--- config.mk ---
export PLATFORM = sky130hd
export DESIGN_NAME = mux_pipe_stage
export DESIGN_NICKNAME = d
export VERILOG_FILES = /design/src/rtl/mux_pipe_stage.sv
export SDC_FILE = /design/constraint.sdc
export NUM_CORES = 1
export LEC_CHECK = 0
export CAP_MARGIN = 15
export CORE_MARGIN = 2
export CORE_UTILIZATION = 39
export DETAILED_ROUTE_END_ITERATION = 10
export PLACE_DENSITY = 0.78
export SLEW_MARGIN = 20
export SYNTH_ARGS = -nofsm -noshare
export SYNTH_HDL_FRONTEND = slang
export SYNTH_SLANG_ARGS = --single-unit
--- constraint.sdc ---
create_clock -name clk -period 1.95 [get_ports clk]
set_input_delay 0.39 -clock clk [delete_from_list [all_inputs] [get_ports clk]]
set_output_delay 0.39 -clock clk [all_outputs]
set_load 0.005 [all_outputs]
--- src/rtl/mux_pipe_stage.sv ---
// N-input select multiplexer feeding a registered valid/ready output stage with a
// 2-entry skid buffer; each beat carries the select used and an out-of-range flag.
module mux_pipe_stage #(
  parameter  int N      = 32,
  parameter  int NUM_IN = 4,
  localparam int SEL_W  = $clog2(NUM_IN)
) (
  input  logic                  clk,
  input  logic                  rst,
  input  logic [NUM_IN*N-1:0]   in_data,
  input  logic [SEL_W-1:0]      sel,
  input  logic                  in_valid,
  output logic                  in_ready,
  input  logic                  flush,
  output logic [N-1:0]          out_data,
  output logic [SEL_W-1:0]      out_sel,
  output logic                  out_err,
  output logic                  out_valid,
  input  logic                  out_ready
);

  localparam logic [SEL_W:0] NUM_IN_X = (SEL_W+1)'(NUM_IN);

  typedef enum logic [1:0] {
    EMPTY = 2'd0,
    ONE   = 2'd1,
    TWO   = 2'd2
  } occ_e;

  occ_e             state_r;
  logic [N-1:0]     main_data_r;
  logic [SEL_W-1:0] main_sel_r;
  logic             main_err_r;
  logic [N-1:0]     skid_data_r;
  logic [SEL_W-1:0] skid_sel_r;
  logic             skid_err_r;
  logic             out_valid_r;
  logic             in_ready_r;

  logic [N-1:0]     pick_data_s;
  logic             pick_err_s;
  logic             accept_s;
  logic             drain_s;

  // in_ready_r is the inverse of skid occupancy; it is only gated by reset,
  // never by out_ready, so backpressure does not ripple combinationally upstream.
  assign in_ready  = in_ready_r & ~rst;
  assign accept_s  = in_valid & in_ready;
  assign drain_s   = out_valid_r & out_ready;

  assign out_data  = main_data_r;
  assign out_sel   = main_sel_r;
  assign out_err   = main_err_r;
  assign out_valid = out_valid_r;

  // Select the addressed input; out-of-range selects contribute nothing and raise err.
  always_comb begin
    pick_data_s = '0;
    for (int k = 0; k < NUM_IN; k++) begin
      pick_data_s = pick_data_s | (in_data[k*N +: N] & {N{sel == SEL_W'(k)}});
    end
    pick_err_s = ({1'b0, sel} >= NUM_IN_X);
  end

  // Occupancy state machine moving beats through main and skid registers.
  always_ff @(posedge clk) begin
    if (rst || flush) begin
      state_r     <= EMPTY;
      out_valid_r <= 1'b0;
      in_ready_r  <= 1'b1;
      main_data_r <= '0;
      main_sel_r  <= '0;
      main_err_r  <= 1'b0;
      skid_data_r <= '0;
      skid_sel_r  <= '0;
      skid_err_r  <= 1'b0;
    end else begin
      case (state_r)
        EMPTY: begin
          if (accept_s) begin
            main_data_r <= pick_data_s;
            main_sel_r  <= sel;
            main_err_r  <= pick_err_s;
            out_valid_r <= 1'b1;
            state_r     <= ONE;
          end
        end
        ONE: begin
          case ({accept_s, drain_s})
            2'b11: begin
              main_data_r <= pick_data_s;
              main_sel_r  <= sel;
              main_err_r  <= pick_err_s;
            end
            2'b10: begin
              skid_data_r <= pick_data_s;
              skid_sel_r  <= sel;
              skid_err_r  <= pick_err_s;
              in_ready_r  <= 1'b0;
              state_r     <= TWO;
            end
            2'b01: begin
              out_valid_r <= 1'b0;
              state_r     <= EMPTY;
            end
            default: begin
              state_r <= ONE;
            end
          endcase
        end
        TWO: begin
          // The skid beat is older than anything upstream, so it refills main first.
          if (drain_s) begin
            main_data_r <= skid_data_r;
            main_sel_r  <= skid_sel_r;
            main_err_r  <= skid_err_r;
            in_ready_r  <= 1'b1;
            state_r     <= ONE;
          end
        end
        default: begin
          state_r     <= EMPTY;
          out_valid_r <= 1'b0;
          in_ready_r  <= 1'b1;
        end
      endcase
    end
  end

endmodule

==> out/results.txt, run 1 <==
Final #Nets: 696
Synth area leader: dfxtp_1
yosys warns: 0
TritonCTS clock tree: yes
drt first pass iters: 4
max_cap viols: 0
post-route setup slack: 0.0156 ns
Sw Pwr: 0.850 mW
pwr dens: 570 nW/um2
htree depth: 3
crit-path max FO: 5
PortBufs: 170
#FFs+latches synth: 72
max incr delay on CP: 0.43 ns
Leak: 2.42 nW
most common cell in the netlist: dfxtp_1
Avg Cell Area, Syn: 10.1 um2
DR vias: 3907
clk sinks: 72
Slew Limit Fails: 0
CP Capture Type: register
Worst EP required: 2.23 ns
Synth Cell Area: 3950 um2
cts hold-fix bufs: 0
initial antenna violation count: 0
Worst EP arrival: 2.21 ns
Hold Vio Cnt, Final: 0
dpl cell area: 5870 um2
maximum number of pins on one net before global-route repair: 73
clock tree buffer depth: 2
Post-synth EDFFs: 0
Peak supply drop: 0.417 mV
Hold WC Path Type: reg2reg
Post-synth top cells: 72 x dfxtp_1, 70 x nand2_1, 37 x a21oi_1
final setup vio count: 0
Clock Latency Late Sink: 0.35 ns
DRT Wirelength: 12.5 mm
DPL Wire Length: 8.75 mm
Tcrit/Tclk final: 99.2%
Comb pwr share: 22.2%
worst slack at placement: -0.497 ns
die footprint: 11000 um2
Synthesized Nets: 528
Clk network pwr share: 35.9%
critical path's top delay family: buffers and inverters
minimum clock period after layout: 1.93 ns
cell internal pwr: 2.78 mW
top post-synthesis cells by area: dfxtp_1 36%, mux4_2 18%, mux2i_1 8.6%
Yosys top cell area share: 36.5%
RD Place Congestion: 0.819
ant diodes: 0
first-pass GRT wire length: 19.9 mm
sw frac: 23.4%
Remaining Overflow, GRT: 0
sequential fraction of the synthesis area: 36.5%
share of layout cells above drive strength 1: 19.4%
core area: 9820 um2
worst-margin pin slew: 0.509 ns
Netlist cell types: 31
io pins: 172
Seq pwr share: 41.9%
vias in the first global route: 3897
Avg WL per Cell: 18.0 um
std cell rows: 36
Worst Path Buf+Inv: 3
Avg Vias per Cell: 5.61
finished layout cell area: 6380 um2
cell chain of the critical path: clkdlybuf4s50_1 > and2_4 > ha_2 > and3b_2 > a211o_4 > buf_12 > buf_16 > a211oi_2
CP Class: in2reg
DR iter-0 viols: 183
slowest stage cell, crit path: clkdlybuf4s50_1
DRC: 0
Syn Inst Count: 390
placed cell count: 671
Synth-to-Final Area Change: 61.3%
ys async rst share: 0%
Worst-path clk slew: 0.08 ns
skew final: 0.00745 ns
Max Clk Rate: 517 MHz
DIE WIDTH: 105 um
final non-filler cell total: 696
Root Buffer: clkbuf_8
CTS Buf Count: 9
gr usage total: 22.8%
Initial Util: 40.3%
number of nets still failing antenna checks after routing: 0
Most used DFF post-synth: dfxtp_1
outcome: finished clean
die height: 105 um
Slew HR: 66.0%
RSZ-0062 raised after global routing: yes
crit path launch type: input port
Fill cells: 776
==> what timing repair did <==
action                     in CTS  in global routing
pin swaps                       2                  2
setup buffers                   2                  5
resized for setup              44                  7
cloned                          2                  0
setup endpoints to repair      32                 33
==> cell families (layout without fill, tap and decap cells) <==
family,count (synthesis),count (layout),share of synthesized area (%)
AOI/OAI and AO/OA,111,111,19.8
adders and majority gates,3,3,0.950
buffers and inverters,53,226,6.87
DFF,72,72,36.5
muxes,66,66,26.8
other,1,1,0.0949
and+or+nand+nor,84,84,9.02
==> power groups by stage <==
stage / clock network, mW / logic (mW) / registers [mW]
2_1_floorplan: 0 / 0.326 / 1.55
3_3_place_gp: 0 / 0.715 / 1.55
3_5_place_dp: 0 / 0.735 / 1.55
4_1_cts: 1.31 / 0.795 / 1.52
5_1_grt: 1.39 / 0.863 / 1.52
6_report: 1.30 / 0.805 / 1.52
==> placed cells by master (no fill, tap or decap), types with 2 or more instances in the layout <==
master and count:
a2111oi_0 16, a2111oi_1 8, a2111oi_2 8, a2111oi_4 2, a211oi_1 28, a211oi_2 6
a21oi_1 37, buf_12 10, buf_16 2, buf_2 2, buf_4 23, bufinv_16 2
clkbuf_1 3, clkbuf_8 10, clkdlybuf4s50_1 166, dfxtp_1 71, ha_1 2, inv_1 3
mux2i_1 34, mux4_2 32, nand2_1 69, nor2_1 3, o21ai_0 2
==> through the flow <==
stage	TNS, ns	util, %	hold slack, ns	power [mW]
3_5_place_dp	-22.75	59.8	0.446	2.29
6_report	0	64.9	0.454	3.63
4_1_cts	0	64.2	0.455	3.63
5_1_grt	-0.0241	64.9	0.468	3.78
3_3_place_gp	-18.12	59.8	0.441	2.27
2_1_floorplan	0	-	0.436	1.88
==> layout make-up <==
cell class	count	area, um2	share of cell area (%)
inverter	4	18.8	0.294
clock buffer	13	149	2.34
clock inverter	3	65.1	1.02
tap	133	166	2.61
multi-input combinational	265	2400	37.7
sequential	72	1440	22.6
timing repair buffer	206	2130	33.4
==> tightest hold or removal path: stages, from the launching register on <==
cell and delay, ns:
dfxtp_1 0.31, nand2_1 0.05, a21oi_1 0.05
==> worst paths after layout <==
check / depth (start not counted) / startpoint / end / slack, ns
worst max-delay path: 8 / in_valid / out_data[8]$_SDFFE_PP0P_ / 0.02
worst min-delay path: 2 / skid_data_r[9]$_SDFFE_PP0P_ / skid_data_r[9]$_SDFFE_PP0P_ / 0.45
worst max register to register: 8 / in_ready_r$_SDFFE_PP1P_ / out_data[8]$_SDFFE_PP0P_ / 0.03
worst min register to register: 2 / skid_data_r[9]$_SDFFE_PP0P_ / skid_data_r[9]$_SDFFE_PP0P_ / 0.45
==> routing by layer <==
layer	vias up	part of all wire (%)	GRT usage (%)
met5	-	0	0
met4	0	1.6	7.43
met3	20	7.3	6.67
met2	169	51	39.0
met1	1886	40	27.5
li1	1832	-	-
==> state kept, by name (all words and copies together) (netlist names) <==
signal / cells
skid_sel_r: 2
out_valid: 1
skid_data_r: 32
out_data: 32
out_sel: 2
state_r: 2
in_ready_r: 1
(Power assumes the default switching activity.)
==> run 2, diff against run 1 <==
--- a/config.mk
+++ b/config.mk
@@ -9,7 +9,7 @@
 export CORE_MARGIN = 2
 export CORE_UTILIZATION = 39
 export DETAILED_ROUTE_END_ITERATION = 10
-export PLACE_DENSITY = 0.78
+export PLACE_DENSITY = 0.85
 export SLEW_MARGIN = 20
 export SYNTH_ARGS = -nofsm -noshare
 export SYNTH_HDL_FRONTEND = slang
==> out/results.txt, run 2 (synthesis results as in run 1) <==
placed cell count: 672
Sw Pwr: 0.864 mW
drt first pass iters: 4
TritonCTS clock tree: yes
maximum number of pins on one net before global-route repair: 38
CTS Buf Count: 9
DRT Wirelength: 12.9 mm
final setup vio count: 0
sw frac: 25.2%
CP Class: reg2reg
Avg WL per Cell: 18.8 um
minimum clock period after layout: 1.90 ns
DR iter-0 viols: 195
RSZ-0062 raised after global routing: no
max incr delay on CP: 0.38 ns
clk sinks: 72
DPL Wire Length: 8.94 mm
PortBufs: 170
hold path startpoint: skid_data_r[24]$_SDFFE_PP0P_
Worst EP required: 2.21 ns
Seq pwr share: 44.4%
setup total negative slack: 0 ns
Worst-path clk slew: 0.07 ns
outcome: finished clean
max_cap viols: 0
Remaining Overflow, GRT: 0
Max Clk Rate: 525 MHz
share of layout cells above drive strength 1: 23.9%
std cell rows: 36
final non-filler cell total: 689
Root Buffer: clkbuf_8
critical path's top delay family: compound AO/OA/AOI/OAI gates
die footprint: 11000 um2
DRC: 0
CP startpoint: in_ready_r$_SDFFE_PP1P_
cts hold-fix bufs: 0
Clk network pwr share: 30.6%
ant diodes: 0
Hold WC Path Type: reg2reg
pwr dens: 527 nW/um2
Fill cells: 762
die height: 105 um
Avg Vias per Cell: 5.71
Worst EP arrival: 2.16 ns
initial antenna violation count: 0
gr usage total: 24.0%
commonest non-fill, non-tap cell in the layout: clkdlybuf4s50_1
Slew Limit Fails: 0
htree depth: 3
crit path launch type: register
register area: 1440 um2
Peak supply drop: 0.318 mV
cell internal pwr: 2.57 mW
number of nets still failing antenna checks after routing: 0
Worst Path Buf+Inv: 1
DIE WIDTH: 105 um
Clock Latency Late Sink: 0.34 ns
worst-margin pin slew: 0.630 ns
Pwr Total: 3.43 mW
vias in the first global route: 4190
R2R Path Start: in_ready_r$_SDFFE_PP1P_
most frequent cells in the layout: 166 x clkdlybuf4s50_1, 71 x dfxtp_1, 69 x nand2_1
io pins: 172
Initial Util: 40.3%
Synth-to-Final Area Change: 65.0%
CP Capture Type: register
clock tree buffer depth: 2
Slew HR: 58.0%
RD Place Congestion: 0.778
Hold Vio Cnt, Final: 0
Comb pwr share: 25.0%
DR vias: 3932
cell chain of the critical path: nor2b_1 > and2_4 > ha_4 > and3b_2 > a211o_4 > buf_8 > a211oi_2
crit-path max FO: 7
Multi-input gate area: 2680 um2
slowest stage cell, crit path: a211o_4
skew final: 0.00415 ns
core area: 9820 um2
Tcrit/Tclk final: 97.6%
Leak: 2.43 nW
Final #Nets: 690
post-CTS setup buffers: 0
first-pass GRT wire length: 20.9 mm
[run 2: cell count changes in the layout (fill, tap and decap cells not counted), sizes merged]
cell / change
buf: -6
bufinv: -2
clkbuf: -1
clkinv: +1
inv: +1
[run 2: power groups by stage]
stage | clock network [mW] | registers [mW] | logic [mW]
2_1_floorplan | 0 | 1.55 | 0.326
3_3_place_gp | 0 | 1.55 | 0.719
3_5_place_dp | 0 | 1.55 | 0.740
4_1_cts | 1.06 | 1.52 | 0.846
5_1_grt | 1.12 | 1.53 | 0.915
6_report | 1.05 | 1.52 | 0.860
[run 2: worst paths after layout]
check | endpoint | slack, ns | depth (start not counted)
worst max register to register | out_data[23]$_SDFFE_PP0P_ | 0.05 | 7
worst max-delay path | out_data[23]$_SDFFE_PP0P_ | 0.05 | 7
worst min register to register | skid_data_r[24]$_SDFFE_PP0P_ | 0.45 | 2
worst min-delay path | skid_data_r[24]$_SDFFE_PP0P_ | 0.45 | 2
[run 2: layout make-up]
class / count / area share, %
clock buffer: 12 / 2.38
clock inverter: 3 / 0.269
inverter: 4 / 0.230
multi-input combinational: 265 / 41.1
sequential: 72 / 22.1
tap: 133 / 2.55
timing repair buffer: 200 / 31.4
[run 2: per-layer routing]
layer	wire, um	up-vias	GRT usage (%)
li1	-	1816	-
met1	5200	1916	28.1
met2	6640	160	42.3
met3	694	40	5.05
met4	403	0	10.8
met5	0	-	0
[run 2: what timing repair did]
item / CTS / global route
gates resized for setup: 101 / 11
gates cloned: 2 / 0
endpoints found under the setup margin: 34 / 26
pin swaps: 2 / 2
[run 2: metrics by stage]
step / cell area [um2] / util (%) / hold WS [ns] / setup WS [ns]
global placement: 5870 / 59.8 / 0.441 / -0.416
floorplan: 3950 / - / 0.436 / 0.0296
global route: 6520 / 66.4 / 0.477 / 0.00963
finish: 6520 / 66.4 / 0.454 / 0.0468
detailed placement: 5870 / 59.8 / 0.446 / -0.599
CTS: 6470 / 65.9 / 0.455 / 0.0454
[run 2: worst reg2reg max path, delay by kind of cell (launching register included)]
| family | cells | cell delay (ns) |
|---|---|---|
| AOI/OAI and AO/OA | 2 | 0.60 |
| and+or+nand+nor | 3 | 0.56 |
| DFF | 1 | 0.33 |
| buffers and inverters | 1 | 0.17 |
| adders and majority gates | 1 | 0.16 |
==> run 3, diff against run 2 <==
--- a/config.mk
+++ b/config.mk
@@ -6,10 +6,12 @@
 export NUM_CORES = 1
 export LEC_CHECK = 0
 export CAP_MARGIN = 15
+export CORE_ASPECT_RATIO = 0.5
 export CORE_MARGIN = 2
 export CORE_UTILIZATION = 39
 export DETAILED_ROUTE_END_ITERATION = 10
 export PLACE_DENSITY = 0.85
+export SKIP_CTS_REPAIR_TIMING = 1
 export SLEW_MARGIN = 20
 export SYNTH_ARGS = -nofsm -noshare
 export SYNTH_HDL_FRONTEND = slang
==> out/results.txt, run 3 (synthesis results as in run 1) <==
final non-filler cell total: 696
crit path launch type: input port
R2R cell count: 7
Slew Limit Fails: 0
Hold Vio Cnt, Final: 0
TritonCTS clock tree: yes
RD Place Congestion: 0.774
Fill cells: 572
Worst EP arrival: 2.24 ns
outcome: complete, but fails checks
PortBufs: 170
post-route setup slack: -0.0544 ns
final setup vio count: 10
DRT Wirelength: 17.1 mm
maximum number of pins on one net before global-route repair: 40
Hold WC Path Type: reg2reg
Leak: 2.59 nW
max incr delay on CP: 0.42 ns
Multi-input gate area: 2820 um2
minimum clock period after layout: 2.00 ns
pwr dens: 612 nW/um2
max_cap viols: 0
DR iter-0 viols: 476
r2r endpoint: out_data[25]$_SDFFE_PP0P_
die height: 75.2 um
initial antenna violation count: 0
core area: 9630 um2
Worst Path Buf+Inv: 3
share of layout cells above drive strength 1: 26.4%
Avg Vias per Cell: 6.33
std cell rows: 25
first-pass GRT wire length: 20.4 mm
skew final: 0.00543 ns
clock tree buffer depth: 2
CP startpoint: out_ready
R2R Path Start: in_ready_r$_SDFFE_PP1P_
htree depth: 3
Worst R2R Setup Slack: -0.04 ns
Hold Path End: skid_data_r[27]$_SDFFE_PP0P_
Remaining Overflow, GRT: 0
hold path startpoint: skid_data_r[27]$_SDFFE_PP0P_
dpl cell area: 5930 um2
Synth-to-Final Area Change: 75.1%
DPL Wire Length: 8.82 mm
Final #Nets: 694
Clock Latency Late Sink: 0.34 ns
hold depth: 2
Avg WL per Cell: 24.5 um
Worst EP required: 2.18 ns
number of nets still failing antenna checks after routing: 0
die footprint: 11000 um2
Max Clk Rate: 499 MHz
placed cell count: 675
gr usage total: 23.7%
setup total negative slack: -0.209 ns
vias in the first global route: 4055
DR vias: 4404
Root Buffer: clkbuf_16
finished layout cell area: 6920 um2
Initial Util: 41.0%
worst slack at placement: -0.551 ns
DIE WIDTH: 146 um
failing checks: negative setup slack
Tcrit/Tclk final: 103%
Worst-path clk slew: 0.06 ns
Peak supply drop: 0.464 mV
DRC: 0
slowest stage cell, crit path: clkdlybuf4s50_1
CP Capture Type: register
register area: 1440 um2
CTS Buf Count: 9
io pins: 172
most frequent cells in the layout: 166 x clkdlybuf4s50_1, 71 x dfxtp_1, 70 x nand2_1
drt first pass iters: 5
clk sinks: 72
crit-path max FO: 9
commonest non-fill, non-tap cell in the layout: clkdlybuf4s50_1
ant diodes: 0
CP Class: in2reg
critical path's top delay family: buffers and inverters
cell chain of the critical path: clkdlybuf4s50_1 > nand2_1 > inv_2 > ha_4 > and3b_2 > a211o_4 > clkbuf_16 > a211oi_1
==> run 3: changes by cell type in the layout (fill, tap and decap cells not counted), moves of 2 or more <==
cell       before  now
a211oi_2       13   21
a2111oi_4       9   17
buf_8           3    1
buf_4          15   18
a211oi_1       20   12
buf_12          7   11
a2111oi_2      23   16
clkbuf_8       11    4
buf_6           5    1
clkbuf_16       0   12
==> run 3: cell type report <==
type                    instances  area share [%]
flip-flops and latches         72            20.8
well taps                     135            2.44
clock buffers                  14            4.10
multi-input cells             265            40.8
repair buffers                204            31.1
inverters                       4           0.217
clock inverters                 2           0.506
==> run 3: worst max path at each step <==
stage / depth (start not counted) / to
final: 8 / out_data[25]$_SDFFE_PP0P_
after global routing: 7 / out_data[25]$_SDFFE_PP0P_
after CTS: 8 / out_data[2]$_SDFFE_PP0P_
after detailed placement: 8 / out_data[18]$_SDFFE_PP0P_
after global placement: 8 / out_data[1]$_SDFFE_PP0P_
after floorplan: 9 / out_sel[1]$_SDFFE_PP0P_
==> run 3: routing by layer <==
| layer | part of all wire [%] | track usage [%] | routed length (um) |
|---|---|---|---|
| met1 | 38 | 26.8 | 6430 |
| met2 | 49 | 43.1 | 8320 |
| met3 | 8.6 | 5.76 | 1470 |
| met4 | 4.9 | 13.4 | 833 |
| met5 | 0 | 0 | 0 |
==> run 3: metrics by stage <==
step | utilization, % | power, mW | hold WS, ns
6_report | 71.8 | 4.24 | 0.455
3_5_place_dp | 61.5 | 2.29 | 0.446
2_1_floorplan | - | 1.88 | 0.436
5_1_grt | 71.8 | 4.34 | 0.471
3_3_place_gp | 61.5 | 2.27 | 0.441
4_1_cts | 64.9 | 4.01 | 0.453
==> run 3: power by group <==
| group | switching, mW | total (mW) | internal, mW | leakage, nW |
|---|---|---|---|---|
| Combinational | 0.373 | 0.955 | 0.581 | 1.85 |
| Clock | 0.621 | 1.75 | 1.13 | 0.159 |
| Sequential | 0.0298 | 1.53 | 1.50 | 0.582 |
==> run 3: worst reg2reg max path: stages, from the launching register on <==
cell and delay (ns):
dfxtp_2 0.31, nor2b_2 0.15, and2_4 0.17, ha_4 0.16
and3b_2 0.26, a211o_4 0.36, clkbuf_16 0.21, a211oi_1 0.26
